**src/rtl/spi_slave_if.sv**
```systemverilog
`default_nettype none
// ============================================================================
// spi_slave_if : SPI mode-0 responder, all inputs oversampled on i_clk_sys.
// Macro SPI_SLAVE_LSB_FIRST_EN selects LSB-first shifting.       Rev 1.0
// ============================================================================
module spi_slave_if #(
  parameter int DATA_W      = 8,
  parameter int SYNC_STAGES = 2
) (
  input  logic              i_clk_sys,
  input  logic              i_rst_n,
  input  logic              i_spi_sclk,
  input  logic              i_spi_cs_n,
  input  logic              i_spi_mosi,
  output logic              o_spi_miso,
  output logic              o_spi_miso_oe,
  input  logic [DATA_W-1:0] i_tx_data,
  input  logic              i_tx_valid,
  output logic              o_tx_ready,
  output logic [DATA_W-1:0] o_rx_data,
  output logic              o_rx_valid,
  output logic              o_tx_underrun,
  output logic              o_busy
);

  localparam int CNT_W = $clog2(DATA_W);
  localparam logic [CNT_W-1:0] LAST_BIT = CNT_W'(DATA_W - 1);

  typedef enum logic {
    IDLE   = 1'b0,
    ACTIVE = 1'b1
  } state_t;

`ifdef SPI_SLAVE_LSB_FIRST_EN
  function automatic logic tx_head(input logic [DATA_W-1:0] d);
    return d[0];
  endfunction
  function automatic logic [DATA_W-1:0] tx_advance(input logic [DATA_W-1:0] d);
    return d >> 1;
  endfunction
  function automatic logic [DATA_W-1:0] rx_insert(input logic [DATA_W-1:0] r, input logic b);
    return {b, r[DATA_W-1:1]};
  endfunction
`else
  function automatic logic tx_head(input logic [DATA_W-1:0] d);
    return d[DATA_W-1];
  endfunction
  function automatic logic [DATA_W-1:0] tx_advance(input logic [DATA_W-1:0] d);
    return d << 1;
  endfunction
  function automatic logic [DATA_W-1:0] rx_insert(input logic [DATA_W-1:0] r, input logic b);
    return {r[DATA_W-2:0], b};
  endfunction
`endif

  logic [SYNC_STAGES-1:0] sclk_sync, cs_sync, mosi_sync;
  logic                   sclk_d, cs_d;

  always_ff @(posedge i_clk_sys or negedge i_rst_n) begin
    if (!i_rst_n) begin
      sclk_sync <= '0;
      cs_sync   <= '1;
      mosi_sync <= '0;
      sclk_d    <= 1'b0;
      cs_d      <= 1'b1;
    end else begin
      sclk_sync <= {sclk_sync[SYNC_STAGES-2:0], i_spi_sclk};
      cs_sync   <= {cs_sync[SYNC_STAGES-2:0], i_spi_cs_n};
      mosi_sync <= {mosi_sync[SYNC_STAGES-2:0], i_spi_mosi};
      sclk_d    <= sclk_sync[SYNC_STAGES-1];
      cs_d      <= cs_sync[SYNC_STAGES-1];
    end
  end

  logic sclk_s, cs_s, mosi_s;
  logic sclk_rise, sclk_fall, cs_fall, cs_rise;

  assign sclk_s    = sclk_sync[SYNC_STAGES-1];
  assign cs_s      = cs_sync[SYNC_STAGES-1];
  assign mosi_s    = mosi_sync[SYNC_STAGES-1];
  assign sclk_rise = sclk_s & ~sclk_d;
  assign sclk_fall = ~sclk_s & sclk_d;
  assign cs_fall   = ~cs_s & cs_d;
  assign cs_rise   = cs_s & ~cs_d;

  state_t            state;
  logic [CNT_W-1:0]  bit_cnt;
  logic [DATA_W-1:0] rx_shift, tx_shift, tx_buf;
  logic              rx_pend;
  logic              do_load;
  logic [DATA_W-1:0] load_word;
  logic [DATA_W-1:0] rx_next;

  // A CS rise in ACTIVE outranks a simultaneous SCLK edge, so no reload then.
  assign do_load   = ((state == IDLE) && cs_fall) ||
                     ((state == ACTIVE) && !cs_rise && sclk_fall && (bit_cnt == '0));
  assign load_word = o_tx_ready ? '0 : tx_buf;
  assign rx_next   = rx_insert(rx_shift, mosi_s);

  always_ff @(posedge i_clk_sys or negedge i_rst_n) begin
    if (!i_rst_n) begin
      state         <= IDLE;
      bit_cnt       <= '0;
      rx_shift      <= '0;
      tx_shift      <= '0;
      tx_buf        <= '0;
      rx_pend       <= 1'b0;
      o_spi_miso    <= 1'b0;
      o_spi_miso_oe <= 1'b0;
      o_tx_ready    <= 1'b1;
      o_rx_data     <= '0;
      o_rx_valid    <= 1'b0;
      o_tx_underrun <= 1'b0;
      o_busy        <= 1'b0;
    end else begin
      o_rx_valid    <= rx_pend;
      rx_pend       <= 1'b0;
      o_tx_underrun <= 1'b0;

      if (do_load) begin
        tx_shift   <= tx_advance(load_word);
        o_spi_miso <= tx_head(load_word);
        if (o_tx_ready) o_tx_underrun <= 1'b1;
        else            o_tx_ready    <= 1'b1;
      end
      // Acceptance only happens while empty, so it never collides with a
      // load that drains the buffer; a load from empty leaves this word intact.
      if (i_tx_valid && o_tx_ready) begin
        tx_buf     <= i_tx_data;
        o_tx_ready <= 1'b0;
      end

      case (state)
        IDLE: begin
          if (cs_fall) begin
            state         <= ACTIVE;
            o_spi_miso_oe <= 1'b1;
            o_busy        <= 1'b1;
            bit_cnt       <= '0;
          end
        end
        ACTIVE: begin
          if (cs_rise) begin
            state         <= IDLE;
            o_spi_miso_oe <= 1'b0;
            o_spi_miso    <= 1'b0;
            o_busy        <= 1'b0;
            bit_cnt       <= '0;
          end else if (sclk_rise) begin
            rx_shift <= rx_next;
            if (bit_cnt == LAST_BIT) begin
              bit_cnt   <= '0;
              o_rx_data <= rx_next;
              rx_pend   <= 1'b1;
            end else begin
              bit_cnt <= bit_cnt + 1'b1;
            end
          end else if (sclk_fall && (bit_cnt != '0)) begin
            o_spi_miso <= tx_head(tx_shift);
            tx_shift   <= tx_advance(tx_shift);
          end
        end
        default: state <= IDLE;
      endcase
    end
  end

endmodule
`default_nettype wire
```
**config.mk**
```make
export PLATFORM = sky130hd
export DESIGN_NAME = spi_slave_if
export DESIGN_NICKNAME = d
export VERILOG_FILES = /design/src/rtl/spi_slave_if.sv
export SDC_FILE = /design/constraint.sdc
export NUM_CORES = 1
export LEC_CHECK = 0
export ABC_AREA = 0
export CORE_MARGIN = 2
export CORE_UTILIZATION = 35
export DETAILED_ROUTE_END_ITERATION = 6
export GPL_TIMING_DRIVEN = 0
export PLACE_DENSITY = 0.54
export SLEW_MARGIN = 10
export SYNTH_ARGS = -nofsm -noshare
export SYNTH_HDL_FRONTEND = slang
export SYNTH_SLANG_ARGS = --single-unit
export TNS_END_PERCENT = 100
```
**constraint.sdc**
```tcl
create_clock -name i_clk_sys -period 1.9 [get_ports i_clk_sys]
set_input_delay 0.38 -clock i_clk_sys [delete_from_list [all_inputs] [get_ports i_clk_sys]]
set_output_delay 0.38 -clock i_clk_sys [all_outputs]
set_load 0.01 [all_outputs]
```
== Word-level counts from Yosys, hierarchy flattened ==
Index checks and enable logic that the tools add are counted.

* Register bits after elaboration: 49
* Bits in read-only memories: 0
* Word-level logic and storage cells: 77
* Memories kept: 0
* Memory bits (writable): 0
* Output and inout port bits: 14
* Latch bits: 0

* Shift operators: 0
* Multipliers: 0
* Mux-type cells: 30
* Equal/unequal tests: 4
* Bitwise logic cells: 10
* Order comparisons: 0
* Reductions and logical operators: 15
* Add/sub/neg operators: 1
* Divide/modulo/power cells: 0

{| class="wikitable"
|+ Operators by type and width
! operator !! count
|-
| 2-to-1 mux 8 bit || 6
|-
| 2-to-1 mux 1 bit || 17
|-
| 2-to-1 mux 3 bit || 4
|-
| logical AND 1 bit || 6
|-
| NOT 1 bit || 6
|-
| one-hot mux 3 bit (2 select lines) || 1
|-
| AND 1 bit || 4
|-
| != test 2 bit (second input constant) || 2
|-
| one-hot mux 1 bit (2 select lines) || 2
|-
| AND reduction 2 bit || 2
|-
| AND reduction 4 bit || 1
|-
| adder 3 x 1 -> 3 bit (second input constant) || 1
|-
| == test 3 bit (second input constant) || 1
|-
| logical NOT 3 bit || 1
|-
| != test 3 bit (second input constant) || 1
|-
| AND reduction 3 bit || 1
|-
| nonzero test 3 bit || 1
|-
| nonzero test 2 bit || 1
|-
| logical NOT 1 bit || 1
|-
| logical OR 1 bit || 1
|}

== Longest topological paths before layout ==
* Depth after elaboration: 12
* Gate-level depth with buffers: 7
* Mapped depth without buffers: 6

== Worst setup path before layout ==
OpenSTA, ideal clock, no wires.

* Path type: flip-flop to flip-flop
* From: register cs_sync[1]
* To: register o_spi_miso
* Library setup time: 0.122 ns
* Buffers on the path: 2
* Data arrival time: 1.340 ns
* Stages on the path, launching flop included: 7
* Data required time: 1.778 ns
* Slack: 0.438 ns
* Period minus slack after synthesis: 1.462 ns
* Cell sequence: dfstp_2 nand2b_1 buf_6 and4_1 buf_6 a221oi_4 nor3_2

* Longest elaborated chain between the ends: 11

{| class="wikitable"
|+ Ends and longest elaborated chain
! element !! line !! text
|-
| start, declared || 56 || <nowiki>logic [SYNC_STAGES-1:0] sclk_sync, cs_sync, mosi_sync;</nowiki>
|-
| start signal, assigned || 68 || <nowiki>cs_sync <= {cs_sync[SYNC_STAGES-2:0], i_spi_cs_n};</nowiki>
|-
| AND 1 bit || 84 || <nowiki>assign cs_rise = cs_s & ~cs_d;</nowiki>
|-
| logical NOT 1 bit || 96 || <nowiki>((state == ACTIVE) && !cs_rise && sclk_fall && (bit_cnt == '0));</nowiki>
|-
| logical AND 1 bit (3 in a row) || 96 ||
|-
| logical OR 1 bit || 95 || <nowiki>assign do_load = ((state == IDLE) && cs_fall) ||</nowiki>
|-
| 2-to-1 mux 1 bit || 120 || <nowiki>if (do_load) begin</nowiki>
|-
| 2-to-1 mux 1 bit || 158 || <nowiki>end else if (sclk_fall && (bit_cnt != '0)) begin</nowiki>
|-
| 2-to-1 mux 1 bit || 149 || <nowiki>end else if (sclk_rise) begin</nowiki>
|-
| 2-to-1 mux 1 bit || 143 || <nowiki>if (cs_rise) begin</nowiki>
|-
| 2-to-1 mux 1 bit * || 133 || <nowiki>case (state)</nowiki>
|-
| end signal, assigned || 122 || <nowiki>o_spi_miso <= tx_head(load_word);</nowiki>
|-
| end signal, assigned || 159 || <nowiki>o_spi_miso <= tx_head(tx_shift);</nowiki>
|-
| end, declared || 15 || <nowiki>output logic o_spi_miso,</nowiki>
|}

Every way passes the cells marked *; elsewhere a longest branch is shown, timed or not.
A chain may end at the register's enable or synchronous reset.

== Worst setup path in the final report ==
* From: register o_tx_ready
* To: output o_tx_ready

{| class="wikitable"
|+ RTL lines
! element !! line !! text
|-
| start, declared || 19 || <nowiki>output logic o_tx_ready,</nowiki>
|-
| start signal, assigned || 110 || <nowiki>o_tx_ready <= 1'b1;</nowiki>
|-
| start signal, assigned || 124 || <nowiki>else o_tx_ready <= 1'b1;</nowiki>
|-
| start signal, assigned || 130 || <nowiki>o_tx_ready <= 1'b0;</nowiki>
|}

No word-level cell between the ends.

==> impl_metrics.yaml <==
clock_network:
  insertion_delay_ns: 0.30
  cts_tree: "built"
  cts_buffer_depth: 2
  ctsHoldBuffers: 0
  cts.sinks: 49
  clk_pin_slew_worst_paths_ns: 0.09
  cts_setup_buffers: 0
  numCtsBuffers: 5
  post_cts_resized: 0
  ctsRootBufferMaster: "clkbuf_8"
  cts_max_level: 2
worst_setup_path:
  worstSetupStartpointType: "flip-flop"
  path_cells: "clkdlybuf4s50_1"
  cp.required_ns: 1.52
  reg2regPathDepth: 7
  crit_buf_inv: 1
  slowest_delay_ns: 0.55
  endpoint_kind: "primary output"
  cp.arrival_ns: 1.39
  slowest_stage: "dfstp_2"
  crit_fanout: 3
  path_depth: 1
  critPathKind: "flip-flop to primary output"
  path_delay_family: "flip-flops"
yosys:
  syn_inst: 156
  muxShareOfSynthArea: 0.123
  async_flop_share: 1.00
  ys_types: 34
  yosysSeqAreaShare: 0.586
  yosys_warnings: 0
  synth_edf_count: 0
  synth_top_family_by_area: "simple AND/OR/NAND/NOR gates"
  synth_top_area_share: 0.536
  synthAdderAreaFrac: 0.0179
  synth-simple-area-share: 0.143
  syn_area_per_cell_um2: 13.5
  post_synth_xor_area_fraction: 0
  synth_nets: 173
  synth-compound-area-share: 0.0833
  ys.flop_type: "dfrtp_1"
  yosysMostFrequentCell: "dfrtp_1"
  syn_area_um2: 2100
  synth_area_leader_cell: "dfrtp_1"
  synth_common_cells: "dfrtp_1, mux2_2, nand2_1, nand4b_1, o211ai_2"
  synth-seq-cells: 49
  synth.area.top_cells: "dfrtp_1, mux2_2, dfstp_2"
timing:
  fin_setup_tns_ns: 0
  drv_slew: 0
  fin_crit_sh: 0.930
  rsz0062_at_grt: "no"
  tightest_slew_ns: 0.483
  setup_viol: 0
  fmax_ghz: 0.566
  hold_violations: 0
  finalClockSkew_ns: 0.00827
  min_period_ns: 1.77
  relSlewSlack: 0.678
drt:
  vias_per_cell: 4.85
  ant_nets: 0
  firstDrtPassIters: 4
  wirelength_mm: 3.94
  drc: 0
  drtIter0Drc: 27
  wl_per_cell_um: 14.8
  vias: 1296
run_status:
  status: "finished, final reports clean"
floorplanning:
  std_cell_rows: 28
  start_util: 0.359
  coreArea_um2: 5850
  io_pins: 28
  die_width_um: 81.5
  chipHeight_um: 81.5
  die-area_um2: 6640
global_route:
  grtUsageTotal: 0.138
  antenna_found_initial: 0
  grt_max_degree: 31
  grt_pass1_vias: 1444
  grt-ovfl-total: 0
  grt_pass1_wl_mm: 6.89
layout:
  fillerInstances: 516
  diodes: 0
  layoutNonFillerInstCount: 267
  area_growth_pct: 22.2
  finalNetCount: 208
  layout-drive-gt1-share: 0.302
worst_hold_path:
  hold_class: "primary input to asynchronous set/reset pin"
power:
  p_leak_nw: 1.15
  ir_drop_v: 0.000510
  powerDensity_nw_per_um2: 1080
place:
  portBuffers: 27
  dp_hpwl_mm: 2.84
  dp.cells: 259
  gp_congestion: 0.730
run:
  max_cap_viol_count: 0
cells by family after synthesis:
family | after synthesis
buf+inv | 15
compound gates | 17
mux | 23
simple gates | 49
fa+ha+maj | 3
flops | 49
power breakdown:
part	internal (mW)	switching (mW)
combinational	0.385	0.293
clock	0.260	0.343
sequential	1.32	0.175
total	1.96	0.812
sequential cells by signal (all words and copies together), names as in the netlist:
register / flops
o_busy: 1
o_rx_valid: 1
mosi_sync: 2
bit_cnt: 3
o_rx_data: 8
sclk_sync: 2
o_spi_miso: 1
tx_buf: 8
rx_shift: 7
cs_d: 1
rx_pend: 1
o_tx_underrun: 1
cs_sync: 2
o_tx_ready: 1
sclk_d: 1
state: 1
tx_shift: 8
path summary, 6_finish.rpt:
kind                                               end              startpoint  slack [ns]
worst max register to register    o_spi_miso$_DFF_PN0_  bit_cnt[0]$_DFFE_PN0P_        0.34
worst min register to register  sclk_sync[1]$_DFF_PN0_  sclk_sync[0]$_DFF_PN0_        0.35
min in group i_clk_sys          sclk_sync[1]$_DFF_PN0_  sclk_sync[0]$_DFF_PN0_        0.35
max in group asynchronous         cs_sync[0]$_DFF_PN1_                 i_rst_n        1.28
worst min-delay path             tx_shift[2]$_DFF_PN0_                 i_rst_n        0.03
worst max-delay path                        o_tx_ready  o_tx_ready$_DFFE_PN1P_        0.13
cell usage in the layout (no fill, tap or decap), types with 5 or more instances in the layout:
| cell | instances |
|---|---|
| clkbuf_8 | 5 |
| clkdlybuf4s50_1 | 26 |
| dfrtp_1 | 45 |
| inv_1 | 5 |
| mux2_2 | 20 |
| nand2_1 | 19 |
| nand4b_1 | 8 |
| nor2_1 | 5 |
| o211ai_2 | 7 |
stage by stage:
stage | setup WS [ns] | total power [mW] | instance area (um2) | hold slack [ns] | util
2_1_floorplan | 0.438 | 1.95 | 2100 | 0.0844 | -
3_3_place_gp | -0.896 | 2.15 | 2470 | 0.332 | 0.422
3_5_place_dp | 0.223 | 2.21 | 2480 | 0.335 | 0.424
4_1_cts | 0.113 | 2.82 | 2570 | 0.0384 | 0.439
5_1_grt | 0.0844 | 2.96 | 2570 | 0.0579 | 0.439
6_report | 0.132 | 2.77 | 2570 | 0.0291 | 0.439
layout make-up:
cell class / instances / area, um2 / area share
clock inverters: 2 / 15.0 / 0.00585
inverters: 6 / 22.5 / 0.00877
plain buffers: 9 / 76.3 / 0.0297
multi-input cells: 92 / 772 / 0.301
repair buffers: 28 / 285 / 0.111
flip-flops and latches: 49 / 1230 / 0.479
well taps: 75 / 93.8 / 0.0365
clock buffers: 6 / 72.6 / 0.0283
routing by layer:
layer | GRT usage | up-vias | wire length (um)
li1 | - | 613 | -
met1 | 0.179 | 659 | 1750
met2 | 0.226 | 22 | 2040
met3 | 0.0396 | 2 | 142
met4 | 0.0356 | 0 | 15
met5 | 0 | - | 0
No activity file was read; power rests on OpenSTA's default activity.
